--- src/rtl/difftest_multi_endpoint_ctrl_if.sv ---
// Bundle of per-core difftest inputs, merged UART stream and terminal status
// shared between the endpoint controller (slave) and its environment (master).
interface difftest_multi_endpoint_ctrl_if #(
    parameter int NUM_CORES  = 2,
    parameter int STEP_WIDTH = 8
);
    localparam int CW = $clog2((NUM_CORES > 1) ? NUM_CORES : 2);

    logic [NUM_CORES*STEP_WIDTH-1:0] core_step;
    logic [NUM_CORES*64-1:0]         core_exit;
    logic [NUM_CORES-1:0]            core_uart_valid;
    logic [NUM_CORES*8-1:0]          core_uart_ch;
    logic [63:0]                     max_cycles;
    logic [63:0]                     stuck_limit;
    logic                            uart_out_ready;
    logic                            uart_out_valid;
    logic [7:0]                      uart_out_ch;
    logic [CW-1:0]                   uart_out_core;
    logic [1:0]                      sim_state;
    logic [63:0]                     fail_code;
    logic [CW-1:0]                   fail_core;
    logic                            perf_dump;
    logic [63:0]                     n_cycles;
    logic [15:0]                     uart_drop_cnt;

    modport master (
        output core_step, core_exit, core_uart_valid, core_uart_ch,
               max_cycles, stuck_limit, uart_out_ready,
        input  uart_out_valid, uart_out_ch, uart_out_core, sim_state,
               fail_code, fail_core, perf_dump, n_cycles, uart_drop_cnt
    );

    modport slave (
        input  core_step, core_exit, core_uart_valid, core_uart_ch,
               max_cycles, stuck_limit, uart_out_ready,
        output uart_out_valid, uart_out_ch, uart_out_core, sim_state,
               fail_code, fail_core, perf_dump, n_cycles, uart_drop_cnt
    );
endinterface

--- src/rtl/difftest_multi_endpoint_ctrl.sv ---
// Multi-core simulation endpoint: watches N cores for exit/error/stall, enforces a
// cycle budget, and merges per-core UART bytes into one core-tagged FIFO stream.
module difftest_multi_endpoint_ctrl #(
    parameter int NUM_CORES  = 2,
    parameter int STEP_WIDTH = 8,
    parameter int FIFO_DEPTH = 16
) (
    input logic                          clock,
    input logic                          reset,
    difftest_multi_endpoint_ctrl_if.slave io
);
    localparam int CW = $clog2((NUM_CORES > 1) ? NUM_CORES : 2);
    localparam int AW = $clog2(FIFO_DEPTH);
    localparam int EW = CW + 8;
    localparam logic [63:0] EXIT_OK = '1;

    typedef enum logic [1:0] {
        ST_RUN     = 2'd0,
        ST_DONE    = 2'd1,
        ST_FAIL    = 2'd2,
        ST_TIMEOUT = 2'd3
    } sim_state_e;

    sim_state_e           state_q, state_d;
    logic [63:0]          fail_code_q, fail_code_d;
    logic [CW-1:0]        fail_core_q, fail_core_d;
    logic                 perf_dump_q, perf_dump_d;
    logic [63:0]          n_cycles_q, n_cycles_d;
    logic [NUM_CORES-1:0] exited_q, exited_d;
    logic [63:0]          timer_q [NUM_CORES];
    logic [63:0]          timer_d [NUM_CORES];

    logic [NUM_CORES-1:0] hold_valid_q, hold_valid_d;
    logic [7:0]           hold_ch_q [NUM_CORES];
    logic [7:0]           hold_ch_d [NUM_CORES];
    logic [15:0]          drop_cnt_q, drop_cnt_d;
    logic [CW-1:0]        last_grant_q, last_grant_d;
    logic [AW:0]          wr_ptr_q, wr_ptr_d;
    logic [AW:0]          rd_ptr_q, rd_ptr_d;
    logic [EW-1:0]        mem [FIFO_DEPTH];

    logic                 fail_hit, stuck_hit;
    logic [CW-1:0]        fail_idx, stuck_idx;
    logic [63:0]          fail_val, exit_i;
    logic [STEP_WIDTH-1:0] step_i;

    // NOTE: every variable gets a default at the top of an always_comb so no path
    // leaves it unassigned; otherwise synthesis infers a latch.
    always_comb begin
        state_d     = state_q;
        fail_code_d = fail_code_q;
        fail_core_d = fail_core_q;
        perf_dump_d = 1'b0;
        n_cycles_d  = n_cycles_q;
        exited_d    = exited_q;
        fail_hit    = 1'b0;
        fail_idx    = '0;
        fail_val    = '0;
        stuck_hit   = 1'b0;
        stuck_idx   = '0;
        exit_i      = '0;
        step_i      = '0;
        for (int i = 0; i < NUM_CORES; i++) begin
            exit_i = io.core_exit[i*64 +: 64];
            step_i = io.core_step[i*STEP_WIDTH +: STEP_WIDTH];
            if (exit_i == EXIT_OK) exited_d[i] = 1'b1;
            // Error and stall checks use the flag from before this cycle's exit.
            if (!exited_q[i] && !fail_hit && exit_i != '0 && exit_i != EXIT_OK) begin
                fail_hit = 1'b1;
                fail_idx = CW'(i);
                fail_val = exit_i;
            end
            if (!exited_q[i] && !stuck_hit && io.stuck_limit != '0 &&
                timer_q[i] >= io.stuck_limit) begin
                stuck_hit = 1'b1;
                stuck_idx = CW'(i);
            end
            if (step_i != '0)            timer_d[i] = '0;
            else if (timer_q[i] == '1)   timer_d[i] = timer_q[i];
            else                         timer_d[i] = timer_q[i] + 64'd1;
        end

        if (state_q == ST_RUN) begin
            n_cycles_d = n_cycles_q + 64'd1;
            if (fail_hit) begin
                state_d     = ST_FAIL;
                fail_code_d = fail_val;
                fail_core_d = fail_idx;
                perf_dump_d = 1'b1;
            end else if (stuck_hit) begin
                state_d     = ST_TIMEOUT;
                fail_core_d = stuck_idx;
                perf_dump_d = 1'b1;
            end else if (io.max_cycles != '0 && n_cycles_q >= io.max_cycles) begin
                state_d     = ST_TIMEOUT;
                perf_dump_d = 1'b1;
            end else if (&exited_d) begin
                state_d     = ST_DONE;
                perf_dump_d = 1'b1;
            end
        end
    end

    logic [AW:0]   fifo_count;
    logic          fifo_full, fifo_pop, fifo_push, can_push;
    logic          grant_hit;
    logic [CW-1:0] grant_idx, cand;
    logic [4:0]    n_drop;
    logic [16:0]   drop_sum;

    assign fifo_count = wr_ptr_q - rd_ptr_q;
    assign fifo_full  = fifo_count == (AW+1)'(FIFO_DEPTH);
    assign fifo_pop   = (fifo_count != '0) && io.uart_out_ready;
    assign can_push   = !fifo_full || fifo_pop;

    always_comb begin
        grant_hit    = 1'b0;
        grant_idx    = '0;
        cand         = '0;
        n_drop       = '0;
        hold_valid_d = hold_valid_q;
        hold_ch_d    = hold_ch_q;
        // Round-robin: first occupied holding register after the last grant.
        for (int k = 0; k < NUM_CORES; k++) begin
            cand = CW'((int'(last_grant_q) + 1 + k) % NUM_CORES);
            if (!grant_hit && hold_valid_q[cand]) begin
                grant_hit = 1'b1;
                grant_idx = cand;
            end
        end
        fifo_push = grant_hit && can_push;
        for (int i = 0; i < NUM_CORES; i++) begin
            if (fifo_push && grant_idx == CW'(i)) hold_valid_d[i] = 1'b0;
            if (io.core_uart_valid[i]) begin
                if (!hold_valid_d[i]) begin
                    hold_valid_d[i] = 1'b1;
                    hold_ch_d[i]    = io.core_uart_ch[i*8 +: 8];
                end else begin
                    n_drop = n_drop + 5'd1;
                end
            end
        end
        drop_sum     = {1'b0, drop_cnt_q} + {12'd0, n_drop};
        drop_cnt_d   = drop_sum[16] ? 16'hffff : drop_sum[15:0];
        last_grant_d = fifo_push ? grant_idx : last_grant_q;
        wr_ptr_d     = wr_ptr_q + {{AW{1'b0}}, fifo_push};
        rd_ptr_d     = rd_ptr_q + {{AW{1'b0}}, fifo_pop};
    end

    // NOTE: sequential state uses non-blocking assignments so every flop samples
    // the pre-edge values regardless of statement order.
    always_ff @(posedge clock) begin
        if (reset) begin
            state_q      <= ST_RUN;
            fail_code_q  <= '0;
            fail_core_q  <= '0;
            perf_dump_q  <= 1'b0;
            n_cycles_q   <= '0;
            exited_q     <= '0;
            hold_valid_q <= '0;
            drop_cnt_q   <= '0;
            last_grant_q <= '0;
            wr_ptr_q     <= '0;
            rd_ptr_q     <= '0;
            for (int i = 0; i < NUM_CORES; i++) begin
                timer_q[i]   <= '0;
                hold_ch_q[i] <= '0;
            end
        end else begin
            state_q      <= state_d;
            fail_code_q  <= fail_code_d;
            fail_core_q  <= fail_core_d;
            perf_dump_q  <= perf_dump_d;
            n_cycles_q   <= n_cycles_d;
            exited_q     <= exited_d;
            hold_valid_q <= hold_valid_d;
            drop_cnt_q   <= drop_cnt_d;
            last_grant_q <= last_grant_d;
            wr_ptr_q     <= wr_ptr_d;
            rd_ptr_q     <= rd_ptr_d;
            timer_q      <= timer_d;
            hold_ch_q    <= hold_ch_d;
        end
    end

    // NOTE: FIFO storage is not reset; the pointers define validity, so stale
    // entries are unreachable after reset and the array maps to plain RAM.
    always_ff @(posedge clock) begin
        if (!reset && fifo_push) mem[wr_ptr_q[AW-1:0]] <= {grant_idx, hold_ch_q[grant_idx]};
    end

    logic [EW-1:0] head;
    assign head = mem[rd_ptr_q[AW-1:0]];

    assign io.uart_out_valid = fifo_count != '0;
    assign io.uart_out_ch    = head[7:0];
    assign io.uart_out_core  = head[EW-1:8];
    assign io.sim_state      = state_q;
    assign io.fail_code      = fail_code_q;
    assign io.fail_core      = fail_core_q;
    assign io.perf_dump      = perf_dump_q;
    assign io.n_cycles       = n_cycles_q;
    assign io.uart_drop_cnt  = drop_cnt_q;
endmodule
--- src/flat_wrapper.sv ---
// flat-port wrapper written by rule: the top's interface ports become plain ports
module difftest_multi_endpoint_ctrl_flat 
#(
    parameter int NUM_CORES  = 2,
    parameter int STEP_WIDTH = 8,
    parameter int FIFO_DEPTH = 16
)
  (clock, reset, io_core_step, io_core_exit, io_core_uart_valid, io_core_uart_ch, io_max_cycles, io_stuck_limit, io_uart_out_ready, io_uart_out_valid, io_uart_out_ch, io_uart_out_core, io_sim_state, io_fail_code, io_fail_core, io_perf_dump, io_n_cycles, io_uart_drop_cnt);
  difftest_multi_endpoint_ctrl_if #(.NUM_CORES(NUM_CORES), .STEP_WIDTH(STEP_WIDTH)) io_i ();
  input logic clock;
  input logic reset;
  input wire logic [$bits(io_i.core_step)-1:0] io_core_step;
  input wire logic [$bits(io_i.core_exit)-1:0] io_core_exit;
  input wire logic [$bits(io_i.core_uart_valid)-1:0] io_core_uart_valid;
  input wire logic [$bits(io_i.core_uart_ch)-1:0] io_core_uart_ch;
  input wire logic [$bits(io_i.max_cycles)-1:0] io_max_cycles;
  input wire logic [$bits(io_i.stuck_limit)-1:0] io_stuck_limit;
  input wire logic [$bits(io_i.uart_out_ready)-1:0] io_uart_out_ready;
  output wire logic [$bits(io_i.uart_out_valid)-1:0] io_uart_out_valid;
  output wire logic [$bits(io_i.uart_out_ch)-1:0] io_uart_out_ch;
  output wire logic [$bits(io_i.uart_out_core)-1:0] io_uart_out_core;
  output wire logic [$bits(io_i.sim_state)-1:0] io_sim_state;
  output wire logic [$bits(io_i.fail_code)-1:0] io_fail_code;
  output wire logic [$bits(io_i.fail_core)-1:0] io_fail_core;
  output wire logic [$bits(io_i.perf_dump)-1:0] io_perf_dump;
  output wire logic [$bits(io_i.n_cycles)-1:0] io_n_cycles;
  output wire logic [$bits(io_i.uart_drop_cnt)-1:0] io_uart_drop_cnt;
  assign io_i.core_step = io_core_step;
  assign io_i.core_exit = io_core_exit;
  assign io_i.core_uart_valid = io_core_uart_valid;
  assign io_i.core_uart_ch = io_core_uart_ch;
  assign io_i.max_cycles = io_max_cycles;
  assign io_i.stuck_limit = io_stuck_limit;
  assign io_i.uart_out_ready = io_uart_out_ready;
  assign io_uart_out_valid = io_i.uart_out_valid;
  assign io_uart_out_ch = io_i.uart_out_ch;
  assign io_uart_out_core = io_i.uart_out_core;
  assign io_sim_state = io_i.sim_state;
  assign io_fail_code = io_i.fail_code;
  assign io_fail_core = io_i.fail_core;
  assign io_perf_dump = io_i.perf_dump;
  assign io_n_cycles = io_i.n_cycles;
  assign io_uart_drop_cnt = io_i.uart_drop_cnt;
  difftest_multi_endpoint_ctrl #(.NUM_CORES(NUM_CORES), .STEP_WIDTH(STEP_WIDTH), .FIFO_DEPTH(FIFO_DEPTH)) u_core (.clock(clock), .reset(reset), .io(io_i));
endmodule
--- config.mk ---
export PLATFORM = sky130hd
export DESIGN_NAME = difftest_multi_endpoint_ctrl_flat
export DESIGN_NICKNAME = d
export VERILOG_FILES = /design/src/rtl/difftest_multi_endpoint_ctrl_if.sv /design/src/rtl/difftest_multi_endpoint_ctrl.sv /design/src/flat_wrapper.sv
export SDC_FILE = /design/constraint.sdc
export NUM_CORES = 1
export LEC_CHECK = 0
export ABC_CLOCK_PERIOD_IN_PS = 6700
export CAP_MARGIN = 30
export CORE_MARGIN = 4
export CORE_UTILIZATION = 30
export CTS_CLUSTER_DIAMETER = 200
export DETAILED_ROUTE_END_ITERATION = 7
export HOLD_SLACK_MARGIN = 0.12
export PLACE_DENSITY_LB_ADDON = 0.3
export SYNTH_ARGS = -nofsm -noshare
export SYNTH_HDL_FRONTEND = slang
export SYNTH_SLANG_ARGS = --single-unit
--- constraint.sdc ---
create_clock -name clock -period 6.7 [get_ports clock]
set_input_delay 1.675 -clock clock [delete_from_list [all_inputs] [get_ports clock]]
set_output_delay 1.675 -clock clock [all_outputs]
set_load 0.05 [all_outputs]
; After elaboration in Yosys (flattened, before gate mapping)
; Memories as Yosys holds them, arrays and structs flattened. A register that Yosys moved wholly into a read port is not among the register bits.
; Cells that the tools add are included.
; Widths: inputs -> output; s select.
[totals]
regBits = 307
ram_bits = 144
inputBits = 293
output_inout_bits = 158
word_cells = 131
mem_count = 1
[classes]
add_sub_neg = 10
magnitude_cmp = 6
n_eq_ne = 7
mux = 43
bitwise_logic = 5
n_reduce_logical = 44
[mem_list]
columns = memory, words, word_bits, rd, rd_ports_with_merged_regs, write_ports, line
row1 = u_core.mem, 16, 9, 1, 1, 1, difftest_multi_endpoint_ctrl.sv:40  ; logic [EW-1:0] mem [FIFO_DEPTH];
[op_table]
columns = op, n
row1 = $eq 64x64->1 const B, 4
row2 = $reduce_bool 64->1, 4
row3 = $add 64x1->64 const B, 3
row4 = $ge 64x64->1, 3
row5 = $mux 64, 2
row6 = $ne 64x64->1 const B, 2
row7 = $mux 1, 29
row8 = $mux 8, 3
row9 = $add 16x5->17, 1
row10 = $logic_and 1x1->1, 17
row11 = $mux 16, 1
row12 = $reduce_bool 8->1, 2
row13 = $mux 5, 3
row14 = $reduce_and 2->1, 6
row15 = $add 5x1->5, 2
row16 = $mux 2, 4
row17 = $logic_not 1->1, 7
row18 = $reduce_or 2->1, 3
row19 = $add 5x1->5 const B, 1
row20 = $eq 5x5->1 const B, 1
row21 = $reduce_bool 5->1, 1
row22 = $sub 5x5->5, 1
row23 = $lt 1x2->1 const B, 2
row24 = $mux 4, 1
row25 = other kinds (8), 12

; Depth between registers and ports, before layout
[logic_depth]
depth_word = 17
depth_mapped = 25
ltp_nobuf = 21

; Least setup slack after synthesis
; OpenSTA, ideal clock, no wires.
[synth_timing]
path_kind = register to register
from = reg u_core.rd_ptr_q[1]
to = reg u_core.drop_cnt_q[10], in the netlist u_core.io.uart_drop_cnt[10]
setup_time_ns = 0.070
arrival_ns = 5.429
required_ns = 6.630
path_slack_ns = 1.201
path_stages_with_launch = 25
path_buffers = 5
period_less_slack_ns = 5.499
path_cell_list = dfxtp_1 > clkbuf_1 > clkbuf_1 > inv_1 > ha_1 > nor2b_1 > o21a_1 > o21a_1 > or3_1 > and3_1 > clkbuf_1 > o21ai_0 > clkbuf_1 > nor2_1 > ha_1 > nand2_1 > o31ai_1 > ha_1 > inv_1 > fa_1 > or2_2 > nor4_1 > nand4_1 > clkbuf_1 > a21oi_1
[synth_via]
elab_chain_cells = 14
elab_cells_between_ends = 18
classes_between = add/sub: 3 / eq/ne: 1 / mux: 7 / reduce/logical: 7
[synth_lines]
columns = item, line
row1 = start: declaration, difftest_multi_endpoint_ctrl.sv:39  ; logic [AW:0] rd_ptr_q, rd_ptr_d;
row2 = start signal: assignment, difftest_multi_endpoint_ctrl.sv:180  ; rd_ptr_q <= rd_ptr_d;
row3 = $sub 5x5->5 *, difftest_multi_endpoint_ctrl.sv:111  ; assign fifo_count = wr_ptr_q - rd_ptr_q;
row4 = $eq 5x5->1 / $reduce_bool 5->1 (equally long branches), "difftest_multi_endpoint_ctrl.sv:112, difftest_multi_endpoint_ctrl.sv:113"
row5 = $logic_not 1->1 / $logic_and 1x1->1 (equally long branches), "difftest_multi_endpoint_ctrl.sv:114, difftest_multi_endpoint_ctrl.sv:113"
row6 = $logic_or 1x1->1 *, difftest_multi_endpoint_ctrl.sv:114  ; assign can_push = !fifo_full || fifo_pop;
row7 = $logic_and 1x1->1 *, difftest_multi_endpoint_ctrl.sv:131  ; fifo_push = grant_hit && can_push;
row8 = $logic_and 1x1->1, difftest_multi_endpoint_ctrl.sv:133  ; if (fifo_push && grant_idx == CW'(i)) hold_valid_d[i] = 1'b0;
row9 = $mux 1, difftest_multi_endpoint_ctrl.sv:133
row10 = $mux 1, difftest_multi_endpoint_ctrl.sv:135  ; if (!hold_valid_d[i]) begin
row11 = $mux 5, difftest_multi_endpoint_ctrl.sv:134  ; if (io.core_uart_valid[i]) begin
row12 = $add 5x1->5, difftest_multi_endpoint_ctrl.sv:139  ; n_drop = n_drop + 5'd1;
row13 = $mux 5, difftest_multi_endpoint_ctrl.sv:135
row14 = $mux 5 *, difftest_multi_endpoint_ctrl.sv:134
row15 = $add 16x5->17 *, difftest_multi_endpoint_ctrl.sv:143  ; drop_sum = {1'b0, drop_cnt_q} + {12'd0, n_drop};
row16 = $mux 16 *, difftest_multi_endpoint_ctrl.sv:144  ; drop_cnt_d = drop_sum[16] ? 16'hffff : drop_sum[15:0];
row17 = end signal: assignment, difftest_multi_endpoint_ctrl.sv:177  ; drop_cnt_q <= drop_cnt_d;
row18 = end: declaration, difftest_multi_endpoint_ctrl.sv:36  ; logic [15:0] drop_cnt_q, drop_cnt_d;
; Mark *: on every way between the ends. The rest lies on a longest branch, timed or not.
; A chain may end at the register's enable or synchronous reset.

; Final worst setup path
[layout_timing]
from = reg u_core.wr_ptr_q[2]
to = reg u_core.drop_cnt_q[1], in the netlist u_core.io.uart_drop_cnt[1]
[layout_via]
elab_chain_cells = 14
elab_cells_between_ends = 18
classes_between = add/sub: 3 / eq/ne: 1 / mux: 7 / reduce/logical: 7
[layout_lines]
columns = item, line
row1 = start: declaration, difftest_multi_endpoint_ctrl.sv:38  ; logic [AW:0] wr_ptr_q, wr_ptr_d;
row2 = start signal: assignment, difftest_multi_endpoint_ctrl.sv:179  ; wr_ptr_q <= wr_ptr_d;
row3 = $sub 5x5->5 *, difftest_multi_endpoint_ctrl.sv:111
row4 = $eq 5x5->1 / $reduce_bool 5->1 (equally long branches), "difftest_multi_endpoint_ctrl.sv:112, difftest_multi_endpoint_ctrl.sv:113"
row5 = $logic_not 1->1 / $logic_and 1x1->1 (equally long branches), "difftest_multi_endpoint_ctrl.sv:114, difftest_multi_endpoint_ctrl.sv:113"
row6 = $logic_or 1x1->1 *, difftest_multi_endpoint_ctrl.sv:114
row7 = $logic_and 1x1->1 *, difftest_multi_endpoint_ctrl.sv:131
row8 = $logic_and 1x1->1, difftest_multi_endpoint_ctrl.sv:133
row9 = $mux 1, difftest_multi_endpoint_ctrl.sv:133
row10 = $mux 1, difftest_multi_endpoint_ctrl.sv:135
row11 = $mux 5, difftest_multi_endpoint_ctrl.sv:134
row12 = $add 5x1->5, difftest_multi_endpoint_ctrl.sv:139
row13 = $mux 5, difftest_multi_endpoint_ctrl.sv:135
row14 = $mux 5 *, difftest_multi_endpoint_ctrl.sv:134
row15 = $add 16x5->17 *, difftest_multi_endpoint_ctrl.sv:143
row16 = $mux 16 *, difftest_multi_endpoint_ctrl.sv:144
; Marks and branches as above.

==> results.py <==
metrics = {
    "setup_path": {
        "slowest_cell_on_the_critical_path": "sky130_fd_sc_hd__dfxtp_1",
        "critical_path_capture_point_type": "register",
        "cpPeakStageDelay_ns": 0.62,
        "worst_ep_arrival_ns": 5.83,
        "crit_path_frequent_cell": "sky130_fd_sc_hd__ha_1",
        "startpoint_kind_of_the_worst_setup_timing_path": "register",
        "cp_cell_sequence": "ha_1 -> o21a_1 -> o21a_1 -> or3_1 -> and3_1 -> o21ai_0 -> buf_4 -> nor2_1 -> ha_1 -> nand2_1 -> o31ai_1 -> ha_1 -> inv_1 -> fa_1 -> or2_2 -> nor4_1 -> nand4_1 -> a21oi_1",
        "cp.required_ns": 7.22,
        "path_max_fanout": 13,
        "worstSetupPathType": "reg -> reg",
        "reg2reg_setup_slack_ns": 1.40,
    },
    "logic_synthesis": {
        "yosysWarnings": 0,
        "synth_top_area_share_pct": 25.23,
        "postSynthRegisterBits": 451,
        "synth-async-reset-ratio_pct": 0,
        "synth_enable_flop_cells": 144,
        "mappedNetlistNets": 3035,
        "synth.area.top_cells": "sky130_fd_sc_hd__dfxtp_1 25%, sky130_fd_sc_hd__edfxtp_1 18%, sky130_fd_sc_hd__ha_1 11%",
        "seq_area_frac_synth_pct": 42.97,
        "netlist-cell-type-count": 67,
        "yosys_most_used_dff": "sky130_fd_sc_hd__dfxtp_1",
        "yosys.area.top_type": "sky130_fd_sc_hd__dfxtp_1",
        "netlist_area_um2": 24360,
        "syn-mean-instance-area_um2": 9.607,
        "synthCells": 2536,
    },
    "power": {
        "internal_power_mw": 5.228,
        "p_comb_share_pct": 17.2,
        "total_leakage_power_nw": 11.83,
        "power.density_nw_per_um2": 225.7,
        "total_power_mw": 7.231,
        "vdd_drop_max_v": 0.0002434,
        "switching_share_pct": 27.70,
        "clock_power_share_pct": 42.2,
        "power.share.sequential_pct": 40.6,
        "power_switching_mw": 2.003,
    },
    "clock_network": {
        "clock_tree.htree_level_count": 2,
        "post_cts_buffers": 0,
        "cts-root-to-sink-buffers": 3,
        "cts_made_buffers": 53,
        "clock-root-buffer": "sky130_fd_sc_hd__clkbuf_16",
        "cts.hold.buffers_added": 0,
        "post_cts.resized_instances": 0,
        "tritoncts": "yes",
        "clkSlewWorstSetupHoldPaths_ns": 0.06,
        "clk_latency_ns": 0.63,
        "cts_num_sinks": 451,
    },
    "global_routing": {
        "globalRoute.totalOverflow": 0,
        "initial_antenna_violation_count": 5,
        "grt.total_usage_pct": 18.00,
        "grt_first_pass_wirelength_um": 121700,
        "grt_start_max_net_pins": 80,
        "first_global_vias": 20340,
    },
    "floorplan": {
        "die-area_um2": 85830,
        "floorplan.rows": 104,
        "placeableCoreArea_um2": 80550,
        "initial_core_util_pct": 30.25,
        "width_of_the_chip_um": 293.0,
        "ioPinCount": 451,
        "die_y_um": 293.0,
    },
    "sta": {
        "finClkSkew_ns": 0.06380,
        "worstMarginPinSlew_ns": 0.9893,
        "finalHoldViolCount": 0,
        "slew_headroom_pct": 33.54,
        "setup_tns_ns": 0,
        "max_clock_freq_mhz": 188.6,
        "rsz0062_at_grt": "false",
        "report.final.slew_viol_count": 0,
        "final.period_utilization_pct": 79.15,
        "finalCriticalPeriod_ns": 5.303,
        "setup-violations-final": 0,
    },
    "route": {
        "wire_length_per_cell_um": 19.64,
        "met2_length_um": 36660,
        "dr.first_iter.drc_count": 1352,
        "dr_wl_met3_um": 6023,
        "postRouteWirelength_um": 80340,
        "top_signal_layer_used": "met5",
        "met1_length_um": 35370,
        "drcViolationCount": 0,
        "route.vias.total": 21010,
        "detail_route.first_pass.iterations": 5,
        "viasPerCell": 5.137,
        "ant_nets": 0,
    },
    "cells_and_area": {
        "finalNetCount": 3482,
        "utilization_pct": 39.77,
        "mostFrequentLayoutCell": "sky130_fd_sc_hd__clkdlybuf4s50_1",
        "final_cells": 4090,
        "final_layout_size_suffix_gt1_share_pct": 7.004,
        "area_delta_synth_final_pct": 31.50,
        "mostFrequentLayoutCells": "449 x sky130_fd_sc_hd__clkdlybuf4s50_1, 316 x sky130_fd_sc_hd__nor2_1, 306 x sky130_fd_sc_hd__dfxtp_1",
    },
    "placement": {
        "final_weighted_congestion_in_routability_driven_placement": 0.9245,
        "placement.io_buffers": 450,
        "place.detailed.hpwl_um": 61760,
        "placed_cells": 3986,
    },
    "status": {
        "status": "finished clean",
    },
    "flow_run": {
        "maxCapViolCount": 0,
    },
    "min_path": {
        "min_path_type": "reg -> reg",
    },
}
kinds of logic (layout without fill, tap and decap cells):
group | after synthesis | in the layout | synth area share (%)
AND/OR/NAND/NOR | 1000 | 1000 | 21.01
flip-flops | 451 | 451 | 42.97
AO/OA/AOI/OAI | 378 | 378 | 9.860
buffers and inverters | 251 | 742 | 3.872
adder cells (fa/ha/maj) | 206 | 206 | 10.61
XOR/XNOR | 186 | 186 | 6.687
multiplexers | 64 | 64 | 4.987
other | 0 | 3 | 0
Yosys cell counts (49+ instances only):
library cell / instances
sky130_fd_sc_hd__dfxtp_1: 307
sky130_fd_sc_hd__clkbuf_1: 78
sky130_fd_sc_hd__a211oi_1: 77
sky130_fd_sc_hd__xnor2_1: 72
sky130_fd_sc_hd__o21ai_0: 49
sky130_fd_sc_hd__nand3_1: 102
sky130_fd_sc_hd__nand2_1: 134
sky130_fd_sc_hd__ha_1: 205
sky130_fd_sc_hd__edfxtp_1: 144
sky130_fd_sc_hd__nand4_1: 139
sky130_fd_sc_hd__nor3_1: 49
sky130_fd_sc_hd__nor2_1: 318
sky130_fd_sc_hd__o22ai_1: 65
sky130_fd_sc_hd__xor2_1: 114
sky130_fd_sc_hd__inv_1: 164
sky130_fd_sc_hd__nor4_1: 91
sky130_fd_sc_hd__a21oi_1: 110
final cells by class:
| type | instances | area, um2 |
|---|---|---|
| Fill cell | 7988 | 48510 |
| Multi-Input combinational cell | 1834 | 13000 |
| Sequential cell | 451 | 10470 |
| Timing Repair Buffer | 479 | 4732 |
| Clock buffer | 70 | 1574 |
| Tap cell | 1060 | 1326 |
| Inverter | 164 | 615.6 |
| Clock inverter | 29 | 310.3 |
| Antenna cell | 3 | 7.507 |
critical path: cells and delay by family (launching register included):
family / cells / cell delay (ns)
flops: 1 / 0.62
fa+ha+maj: 4 / 1.26
simple gates: 7 / 2.19
compound gates: 5 / 0.88
buf+inv: 2 / 0.25
sequential cells by signal, indices dropped and copies added, names as in the netlist, 2 cells and up:
| signal | flops |
|---|---|
| u_core.exited_q | 2 |
| u_core.hold_ch_q | 16 |
| u_core.hold_valid_q | 2 |
| u_core.io.fail_code | 64 |
| u_core.io.n_cycles | 64 |
| u_core.io.sim_state | 2 |
| u_core.io.uart_drop_cnt | 16 |
| u_core.mem | 144 |
| u_core.rd_ptr_q | 5 |
| u_core.timer_q | 128 |
| u_core.wr_ptr_q | 5 |
through the flow:
| step | hold slack, ns | cell area [um2] | setup WS [ns] |
|---|---|---|---|
| 2_1_floorplan | 0.4338 | 24360 | 1.201 |
| 3_3_place_gp | 0.4569 | 30030 | 0.8316 |
| 3_5_place_dp | 0.4641 | 30130 | 0.7973 |
| 4_1_cts | 0.4737 | 32020 | 1.359 |
| 5_1_grt | 0.4929 | 32030 | 0.9384 |
| 6_report | 0.4686 | 32040 | 1.397 |
path summary, 6_finish.rpt:
check / cells past startpoint / start / to
setup / recovery: 18 / u_core.wr_ptr_q[2] / u_core.io.uart_drop_cnt[1]
hold / removal: 2 / u_core.hold_ch_q[11] / u_core.hold_ch_q[11]
setup reg to reg: 18 / u_core.wr_ptr_q[2] / u_core.io.uart_drop_cnt[1]
hold reg to reg: 2 / u_core.hold_ch_q[11] / u_core.hold_ch_q[11]
power by group through the flow:
stage                     clock network (mW)  logic [mW]  registers, mW
after CTS                               3.14        1.26           2.93
after detailed placement                   0        1.25           2.99
after global placement                     0        1.25           2.99
final                                   3.05        1.24           2.94
after floorplan                            0       0.599           3.12
after global routing                    3.24        1.33           2.94
per-layer routing:
metal / GRT usage (%) / vias up
met2: 28.96 / 610
met3: 4.830 / 126
li1: - / 10290
met5: 0 / -
met4: 5.214 / 2
met1: 23.81 / 9980
No activity file was read; power rests on OpenSTA's default activity.
